==> src/rtl/seq_multdiv_unit_if.sv <==
// Operand/control and result bus for the sequential multiply/divide unit.
// The initiator drives operands and start pulses; the unit returns result, flags and status.
interface seq_multdiv_unit_if;
   localparam int unsigned DATA_W = 32;

   logic [DATA_W-1:0] data_operandA;
   logic [DATA_W-1:0] data_operandB;
   logic              ctrl_MULT;
   logic              ctrl_DIV;
   logic [DATA_W-1:0] data_result;
   logic              data_exception;
   logic              data_resultRDY;
   logic              data_busy;

   modport master (
      output data_operandA, data_operandB, ctrl_MULT, ctrl_DIV,
      input  data_result, data_exception, data_resultRDY, data_busy
   );

   modport slave (
      input  data_operandA, data_operandB, ctrl_MULT, ctrl_DIV,
      output data_result, data_exception, data_resultRDY, data_busy
   );
endinterface

==> src/rtl/seq_multdiv_unit.sv <==
// Sequential 32-bit signed multiply (shift-add) / divide (restoring) unit.
// Both operations take 32 iterations on magnitudes; sign and exceptions are applied at completion.
module seq_multdiv_unit (
   input logic               clock,
   input logic               reset,
   seq_multdiv_unit_if.slave bus
);
   localparam int unsigned W    = 32;
   localparam int unsigned PW   = 2 * W;
   localparam int unsigned CW   = 6;
   localparam logic [CW-1:0] LAST = CW'(31);
   localparam logic [W-1:0]  MIN_VAL = {1'b1, {(W-1){1'b0}}};

   typedef enum logic [1:0] {
      IDLE     = 2'd0,
      MULT_RUN = 2'd1,
      DIV_RUN  = 2'd2,
      DONE     = 2'd3
   } state_t;

   state_t         state;
   state_t         state_nxt;
   logic [CW-1:0]  count;
   logic           op_div;
   logic           sign_neg;
   logic           div_zero;
   logic [W:0]     work_hi;
   logic [W-1:0]   work_lo;
   logic [W-1:0]   opd;

   logic [W-1:0]   result_q;
   logic           exc_q;
   logic           rdy_q;
   logic           busy_q;
   logic [W-1:0]   result_nxt;
   logic           exc_nxt;
   logic           rdy_nxt;
   logic           busy_nxt;

   logic           start_c;
   logic [W:0]     add_c;
   logic [W:0]     shl_c;
   logic [W:0]     diff_c;
   logic           fits_c;
   logic [PW-1:0]  prod_c;
   logic [PW-1:0]  sprod_c;
   logic [W-1:0]   squo_c;

   function automatic logic [W-1:0] mag_of(input logic [W-1:0] v);
      return v[W-1] ? (~v + W'(1)) : v;
   endfunction

   assign start_c = bus.ctrl_MULT | bus.ctrl_DIV;

   // Iteration arithmetic: one shift-add step and one restoring-divide step.
   assign add_c   = work_hi + (work_lo[0] ? {1'b0, opd} : (W+1)'(0));
   assign shl_c   = {work_hi[W-1:0], work_lo[W-1]};
   assign diff_c  = shl_c - {1'b0, opd};
   assign fits_c  = (shl_c >= {1'b0, opd});

   assign prod_c  = {work_hi[W-1:0], work_lo};
   assign sprod_c = sign_neg ? (~prod_c + PW'(1)) : prod_c;
   assign squo_c  = sign_neg ? (~work_lo + W'(1)) : work_lo;

   // State register
   always_ff @(posedge clock or negedge reset) begin
      if (!reset) state <= IDLE;
      else        state <= state_nxt;
   end

   // Next-state logic; a start edge overrides everything, MULT wins over DIV.
   always_comb begin
      state_nxt = state;
      if (start_c) begin
         state_nxt = bus.ctrl_MULT ? MULT_RUN : DIV_RUN;
      end else begin
         case (state)
            MULT_RUN, DIV_RUN: if (count == LAST) state_nxt = DONE;
            DONE:              state_nxt = IDLE;
            default:           state_nxt = state;
         endcase
      end
   end

   // Output logic: busy lags the state by one edge so it spans edges 1..33.
   always_comb begin
      busy_nxt   = (state != IDLE);
      rdy_nxt    = (state == DONE);
      result_nxt = result_q;
      exc_nxt    = exc_q;
      if (state == DONE) begin
         if (!op_div) begin
            result_nxt = sprod_c[W-1:0];
            exc_nxt    = (|sprod_c[PW-1:W-1]) && !(&sprod_c[PW-1:W-1]);
         end else if (div_zero) begin
            result_nxt = '0;
            exc_nxt    = 1'b1;
         end else begin
            result_nxt = squo_c;
            exc_nxt    = !sign_neg && (work_lo == MIN_VAL);
         end
      end
   end

   // Operand capture and iteration datapath
   always_ff @(posedge clock or negedge reset) begin
      if (!reset) begin
         count    <= '0;
         op_div   <= 1'b0;
         sign_neg <= 1'b0;
         div_zero <= 1'b0;
         work_hi  <= '0;
         work_lo  <= '0;
         opd      <= '0;
      end else if (start_c) begin
         count    <= '0;
         op_div   <= !bus.ctrl_MULT;
         sign_neg <= bus.data_operandA[W-1] ^ bus.data_operandB[W-1];
         div_zero <= (bus.data_operandB == '0);
         work_hi  <= '0;
         if (bus.ctrl_MULT) begin
            work_lo <= mag_of(bus.data_operandB);
            opd     <= mag_of(bus.data_operandA);
         end else begin
            work_lo <= mag_of(bus.data_operandA);
            opd     <= mag_of(bus.data_operandB);
         end
      end else if (state == MULT_RUN) begin
         count   <= count + CW'(1);
         work_hi <= {1'b0, add_c[W:1]};
         work_lo <= {add_c[0], work_lo[W-1:1]};
      end else if (state == DIV_RUN) begin
         count   <= count + CW'(1);
         work_hi <= fits_c ? diff_c : shl_c;
         work_lo <= {work_lo[W-2:0], fits_c};
      end
   end

   // Registered outputs
   always_ff @(posedge clock or negedge reset) begin
      if (!reset) begin
         result_q <= '0;
         exc_q    <= 1'b0;
         rdy_q    <= 1'b0;
         busy_q   <= 1'b0;
      end else begin
         result_q <= result_nxt;
         exc_q    <= exc_nxt;
         rdy_q    <= rdy_nxt;
         busy_q   <= busy_nxt;
      end
   end

   assign bus.data_result    = result_q;
   assign bus.data_exception = exc_q;
   assign bus.data_resultRDY = rdy_q;
   assign bus.data_busy      = busy_q;
endmodule

==> src/flat_wrapper.sv <==
// flat-port wrapper written by rule: the top's interface ports become plain ports
module seq_multdiv_unit_flat 
  (clock, reset, bus_data_operandA, bus_data_operandB, bus_ctrl_MULT, bus_ctrl_DIV, bus_data_result, bus_data_exception, bus_data_resultRDY, bus_data_busy);
  seq_multdiv_unit_if bus_i ();
  input logic clock;
  input logic reset;
  input wire logic [$bits(bus_i.data_operandA)-1:0] bus_data_operandA;
  input wire logic [$bits(bus_i.data_operandB)-1:0] bus_data_operandB;
  input wire logic [$bits(bus_i.ctrl_MULT)-1:0] bus_ctrl_MULT;
  input wire logic [$bits(bus_i.ctrl_DIV)-1:0] bus_ctrl_DIV;
  output wire logic [$bits(bus_i.data_result)-1:0] bus_data_result;
  output wire logic [$bits(bus_i.data_exception)-1:0] bus_data_exception;
  output wire logic [$bits(bus_i.data_resultRDY)-1:0] bus_data_resultRDY;
  output wire logic [$bits(bus_i.data_busy)-1:0] bus_data_busy;
  assign bus_i.data_operandA = bus_data_operandA;
  assign bus_i.data_operandB = bus_data_operandB;
  assign bus_i.ctrl_MULT = bus_ctrl_MULT;
  assign bus_i.ctrl_DIV = bus_ctrl_DIV;
  assign bus_data_result = bus_i.data_result;
  assign bus_data_exception = bus_i.data_exception;
  assign bus_data_resultRDY = bus_i.data_resultRDY;
  assign bus_data_busy = bus_i.data_busy;
  seq_multdiv_unit u_core (.clock(clock), .reset(reset), .bus(bus_i));
endmodule
==> config.mk <==
export PLATFORM = sky130hd
export DESIGN_NAME = seq_multdiv_unit_flat
export DESIGN_NICKNAME = d
export VERILOG_FILES = /design/src/rtl/seq_multdiv_unit_if.sv /design/src/rtl/seq_multdiv_unit.sv /design/src/flat_wrapper.sv
export SDC_FILE = /design/constraint.sdc
export NUM_CORES = 1
export LEC_CHECK = 0
export ABC_AREA = 0
export CORE_MARGIN = 3
export CORE_UTILIZATION = 55
export CTS_CLUSTER_DIAMETER = 30
export DETAILED_ROUTE_END_ITERATION = 12
export GPL_TIMING_DRIVEN = 0
export PLACE_DENSITY = 0.76
export SYNTH_ARGS = -nofsm -noshare
export SYNTH_HDL_FRONTEND = slang
export SYNTH_SLANG_ARGS = --single-unit
export TNS_END_PERCENT = 30
==> constraint.sdc <==
create_clock -name clock -period 6.5 [get_ports clock]
set_input_delay 0.65 -clock clock [delete_from_list [all_inputs] [get_ports clock]]
set_output_delay 0.65 -clock clock [all_outputs]
set_load 0.05 [all_outputs]
==> impl_metrics.ini, run 1 <==
[cts]
clk_path_buf_depth = 2
clock_latency_ps = 450
cts_tree = done
cts_hold_buf = 0
cts_buffers = 17
root_buffer = clkbuf_16
htreeDepth = 4
post_cts_resized = 0
post-cts-setup-buffers = 0
clock-sinks = 143
clk_pin_slew_ps = 80

[sta]
slew_viol_final = 0
max_freq_ghz = 0.1958
min_period_over_period_pct = 78.58
fin_crit_ps = 5107
final-hold-violation-count = 0
hold_ws_ps = 171.4
rsz0062_at_grt = no
skew_ps = 18.23
setup_viol = 0
worstMarginPinSlew_ps = 1052
max-slew-margin-rel_pct = 29.89

[routing]
vias = 14370
maxUsedRoutingLayer = met4
via_per_inst = 6.537
wirelength_um = 49680
drt_iter0_markers = 2087
drc = 0
dr_wl_met3_um = 5472
wire_per_inst_um = 22.60
ant_nets = 0
met2_wirelength_um = 21410
wl_met1_um = 20410
dr.pass1.iters = 6

[pwr]
cellInternalPower_mw = 2.146
switchingPower_mw = 1.592
power.density_nw_per_um2 = 240.3
comb_power_share_pct = 39.8
irDropWorstVdd_v = 0.0001961
swShare_pct = 42.60
seqPwrFrac_pct = 30.9
total_leakage_power_nw = 6.738
clkPwrFrac_pct = 29.4

[floorplan]
die_w_um = 162.5
dieArea_um2 = 26420
die_h_um = 162.5
start_util_pct = 56.74
ioPinCount = 103
core_area_um2 = 23750
rows = 56

[setup_path]
critPathBufInv = 4
rr_worst_depth = 15
endpoint = u_core.work_hi[23]
cp-end-kind = flip-flop
crit-reg2reg-launch = u_core.work_lo[31]
worstSetupStartpointType = flip-flop
arrival_ps = 5400
critPathKind = reg -> reg
cp_cell_sequence = clkbuf_1, inv_1, ha_1, nor2b_1, o31a_1, o21ai_0, a311o_1, o21ai_0, a21oi_1, and2_1, o41ai_1, clkbuf_1, clkbuf_1, mux2i_1, o22ai_1
crit_path_start = u_core.work_lo[31]
crit_top_cell = clkbuf_1
critPathTopFamily = compound AO/OA/AOI/OAI gates
ff2ff_setup_slack_ps = 1390
crit_path_max_incr_delay_ps = 660
crit_fanout = 10
crit_cells = 15
cp.required_ps = 6800
critPathSlowestCell = clkbuf_1
r2r-end = u_core.work_hi[23]

[logic_synthesis]
yosys.area.top_type_share_pct = 26.55
syn_avg_cell_area_um2 = 7.724
synthesis.nets = 1886
synth_cell_types = 71
synth_area_leaders = dfrtp_1, ha_1, o21ai_0
synth_seq_cells = 143
synth_edf_count = 0
ys_warn_count = 0
async_flop_share_pct = 100.0
ys_seq_area_share_pct = 26.55
yosys-top-cells-count = nand2_1, o21ai_0, dfrtp_1, a21oi_1, nor2_1
syn_area_um2 = 13480
synth_top_area_cell = dfrtp_1
synthCells = 1745
synth_most_common_cell = nand2_1
ys.flop_type = dfrtp_1

[finish]
diodes = 0
area_delta_synth_final_pct = 15.40
postLayoutCellArea_um2 = 15550
nNetsFinal = 2007
finalNonFillerCells = 2198
regArea_um2 = 3578
fillers = 2100
fin_util_pct = 65.48
multi_input_area_um2 = 9126
layout-drive-gt1-share_pct = 3.779

[grt]
track_usage_pct = 37.20
grt_pass1_vias = 13510
grt_pass1_wl_um = 76190
antenna_found_initial = 0
grt_max_degree = 78
gr-total-overflow = 0

[placed_design]
post_dp_cell_area_um2 = 14920
dpl.hpwl_um = 37730
gp_congestion = 1.039
dp.cells = 2166
port_buffers = 101

[job]
maxCapViolations = 0

[status]
status = completed

[hold_path]
holdCritPathClass = in -> async
## cells in the final DEF (no fill, tap or decap), drive strengths merged, types with 14 or more instances in the layout
cell / count
a211oi: 15
a21o: 33
a21oi: 135
a22o: 16
buf: 22
clkbuf: 101
clkdlybuf4s50: 100
dfrtp: 143
ha: 71
inv: 103
mux2i: 60
nand2: 191
nand2b: 18
nand3: 32
nand4: 19
nor2: 131
nor3: 25
o211ai: 14
o21ai: 170
o22ai: 39
o31ai: 38
o41ai: 15
or3: 27
or4: 26
xnor2: 81
xor2: 90
## worst reg2reg max path, cell delays in order, from the launching register on
cell and delay [ps]:
dfrtp_1 340, clkbuf_1 290, inv_1 200, ha_1 240, nor2b_1 150, o31a_1 220
o21ai_0 210, a311o_1 360, o21ai_0 480, a21oi_1 220, and2_1 260, o41ai_1 400
clkbuf_1 660, clkbuf_1 590, mux2i_1 270, o22ai_1 100
## area by class of cell
| class | instances | area share [%] |
|---|---|---|
| Sequential cell | 143 | 23.01 |
| Inverter | 98 | 2.365 |
| Clock buffer | 17 | 2.735 |
| Buffer | 104 | 2.606 |
| Clock inverter | 15 | 1.360 |
| Timing Repair Buffer | 102 | 6.685 |
| Tap cell | 319 | 2.566 |
| Multi-Input combinational cell | 1400 | 58.68 |
## per-stage QoR
step | worst slack (ps) | total power, mW | TNS, ps
after global routing | 1114 | 3.888 | 0
final | 1393 | 3.738 | 0
after floorplan | 2417 | 2.107 | 0
after detailed placement | 1590 | 2.608 | 0
after CTS | 1565 | 3.689 | 0
after global placement | -1130 | 2.585 | -160050
## how the worst min path moves through the flow
stage,start,end,slack [ps],cells past startpoint
6_report,reset,u_core.opd[19],170,1
3_5_place_dp,u_core.bus.data_result[10],u_core.bus.data_result[10],520,2
3_3_place_gp,u_core.bus.data_result[19],u_core.bus.data_result[19],520,2
2_1_floorplan,reset,u_core.bus.data_busy,350,0
4_1_cts,reset,u_core.opd[19],210,1
5_1_grt,reset,u_core.opd[21],220,1
## power by group through the flow
stage | Clock (mW) | Sequential [mW] | Combinational (mW)
global route | 1.13 | 1.16 | 1.60
CTS | 1.09 | 1.14 | 1.46
floorplan | 0 | 1.33 | 0.775
global placement | 0 | 1.16 | 1.43
finish | 1.10 | 1.15 | 1.49
detailed placement | 0 | 1.16 | 1.45
## sequential cells by signal (all words and copies together) (netlist names)
name and flops:
u_core.opd 32, u_core.count 6, u_core.bus.data_result 32, u_core.work_hi 33, u_core.bus.data_busy 1, u_core.div_zero 1, u_core.op_div 1, u_core.sign_neg 1
u_core.bus.data_resultRDY 1, u_core.bus.data_exception 1, u_core.state 2, u_core.work_lo 32
## metal layers
layer | track usage, % | vias to the layer above
met5 | 0 | -
met4 | 15.88 | 0
met3 | 7.706 | 158
met2 | 56.87 | 842
met1 | 51.30 | 6843
li1 | - | 6526
## logic make-up (layout without fill, tap and decap cells)
logic type	count (synthesis)	after routing	synth area share, %
and+or+nand+nor	533	533	18.80
DFF	143	143	26.55
xor gates and xnor gates	171	171	11.11
muxes	72	72	5.459
adders and majority gates	73	73	6.888
buffers and inverters	202	336	5.737
AOI/OAI and AO/OA	551	551	25.45
(Power assumes the default switching activity.)
==> run 2: changes to the inputs <==
Settings changed: PLACE_DENSITY 0.76 to 0.79.
Clock period 6.5 ns to 4.6 ns, I/O delays scaled along.
==> run 2 against run 1 <==
- the run now ends with hold timing left
- non-clock buffer count up 2
- clock power up 34%
- fmax up 15%
- sequential cell count unchanged
- first-iteration DRC count up 0.34%
- clock skew down 2.9 ps
- final cell count about the same
- utilization up 0.18 points
- total power up 40%
- design area up 0.27%
- critical endpoint is now u_core.bus.data_exception
- largest power group unchanged
==> impl_metrics.ini, run 2 (synthesis gave the netlist of run 1 again) <==
[status]
status = complete, but fails checks
violations = hold timing

[finish]
diodes = 0
nNetsFinal = 2009
area_delta_synth_final_pct = 15.72
regArea_um2 = 3580
layout-drive-gt1-share_pct = 4.625
postLayoutCellArea_um2 = 15600
finalNonFillerCells = 2200
fillers = 2087
fin_util_pct = 65.66
final_cell_mix = nand2_1, o21ai_0, dfrtp_1
largest_reg_flops = 33
layout_commonest_cell = nand2_1
multi_input_area_um2 = 9160
regMostFlops = u_core.work_hi

[pwr]
power.density_nw_per_um2 = 335.4
switchingPower_mw = 2.250
comb_power_share_pct = 40.5
swShare_pct = 43.01
total_leakage_power_nw = 6.783
clkPwrFrac_pct = 28.1
seqPwrFrac_pct = 31.4
irDropWorstVdd_v = 0.0002704
cellInternalPower_mw = 2.981

[grt]
grt_pass1_wl_um = 78210
track_usage_pct = 37.94
grt_max_degree = 79
antenna_found_initial = 1
gr-total-overflow = 0
grt_pass1_vias = 13790

[sta]
fin_crit_ps = 4456
final-hold-violation-count = 1
min_period_over_period_pct = 96.87
skew_ps = 15.36
setup_viol = 0
max_freq_ghz = 0.2244
max-slew-margin-rel_pct = 31.66
hold_ws_ps = -3.051
worstMarginPinSlew_ps = 1021
slew_viol_final = 0

[routing]
dr.pass1.iters = 8
ant_nets = 0
wirelength_um = 50270
via_per_inst = 6.589
wire_per_inst_um = 22.85
drt_iter0_markers = 2094
drc = 0
vias = 14500

[floorplan]
die_w_um = 162.5
die_h_um = 162.5
ioPinCount = 103
start_util_pct = 56.74
dieArea_um2 = 26420
core_area_um2 = 23750
rows = 56

[placed_design]
post_dp_cell_area_um2 = 14920
port_buffers = 101
dp.cells = 2166
dpl.hpwl_um = 38450
gp_congestion = 1.027

[cts]
cts_tree = done
clock_latency_ps = 450
cts_buffers = 17
root_buffer = clkbuf_16
clock-sinks = 143
htreeDepth = 4
clk_path_buf_depth = 2
clk_pin_slew_ps = 80
cts_hold_buf = 0

[setup_path]
critPathKind = reg -> reg
arrival_ps = 4770
critPathBufInv = 2
rr_worst_depth = 13
cp_cell_sequence = or4_4, or4_1, buf_2, or2_1, buf_6, or4b_4, or4_1, nand2_1, xnor2_1, nand2_1, or4bb_1, nor4_1, nor3_1
crit_path_max_incr_delay_ps = 580
critPathTopFamily = simple AND/OR/NAND/NOR gates
crit_cells = 13
cp.required_ps = 4910
critPathSlowestCell = or4_4
cp-end-kind = flip-flop
worstSetupStartpointType = flip-flop
crit_fanout = 6

[hold_path]
holdCritPathClass = in -> async

[job]
maxCapViolations = 0
run 2: cell types whose count changed in the layout (fill, tap and decap cells not counted), moves of 2 or more:
cell,before,now
clkbuf_1,84,78
inv_6,1,3
clkinv_4,0,2
buf_4,1,3
o41ai_1,15,12
clkbuf_2,0,5
o41ai_2,0,3
run 2: worst paths after layout:
path,end,startpoint,slack (ps)
max in group asynchronous,u_core.bus.data_result[24],reset,3740
hold / removal,u_core.opd[17],reset,-3
setup reg to reg,u_core.bus.data_exception,u_core.work_lo[11],140
min in group clock,u_core.bus.data_result[17],u_core.bus.data_result[17],530
hold reg to reg,u_core.bus.data_result[17],u_core.bus.data_result[17],530
setup / recovery,u_core.bus.data_exception,u_core.work_lo[11],140
run 2: final cells by class:
cell class,count,area share (%)
sequential,143,22.95
inverter,98,2.383
clock buffer,17,2.728
tap,319,2.559
timing repair buffer,104,6.763
multi-input combinational,1400,58.73
clock inverter,15,1.219
buffer,104,2.663
run 2: metal layers:
metal  vias to the layer above  wire length, um  share of wire (%)  GRT usage [%]
li1                       6526                -                  -              -
met1                      6862            20690                 41          52.73
met2                       943            20960                 42          55.37
met3                       163             6329                 13          10.78
met4                         2             2270                4.5          16.15
met5                         -               17              0.034              0
run 2: through the flow:
| step | hold slack (ps) | power [mW] | TNS, ps | worst slack [ps] |
|---|---|---|---|---|
| floorplan | 164.4 | 2.977 | 0 | 516.9 |
| finish | -3.051 | 5.231 | 0 | 144.1 |
| global route | 53.92 | 5.450 | -0.5422 | -0.5422 |
| detailed placement | 517.7 | 3.702 | -5451 | -589.7 |
| CTS | 38.48 | 5.161 | 0 | 30.13 |
| global placement | 515.8 | 3.664 | -419840 | -2928 |
run 2: repair_timing:
item                                    4_1_cts  5_1_grt
setup buffers                                 0        2
gates cloned                                  0        0
resized for setup                             5       16
pin swaps                                     0        1
endpoints found under the setup margin       29       35
run 2: worst reg2reg max path: stages, from the launching register on:
cell,delay [ps]
dfrtp_1,490
or4_4,580
or4_1,460
buf_2,180
or2_1,250
buf_6,140
or4b_4,580
or4_1,460
nand2_1,110
xnor2_1,120
nand2_1,70
or4bb_1,490
nor4_1,300
nor3_1,100
run 2: power by group through the flow:
stage               registers (mW)  logic (mW)  clock network, mW
floorplan                     1.88        1.10                  0
global placement              1.64        2.02                  0
detailed placement            1.65        2.05                  0
CTS                           1.63        2.07               1.47
global route                  1.66        2.27               1.52
finish                        1.64        2.12               1.47
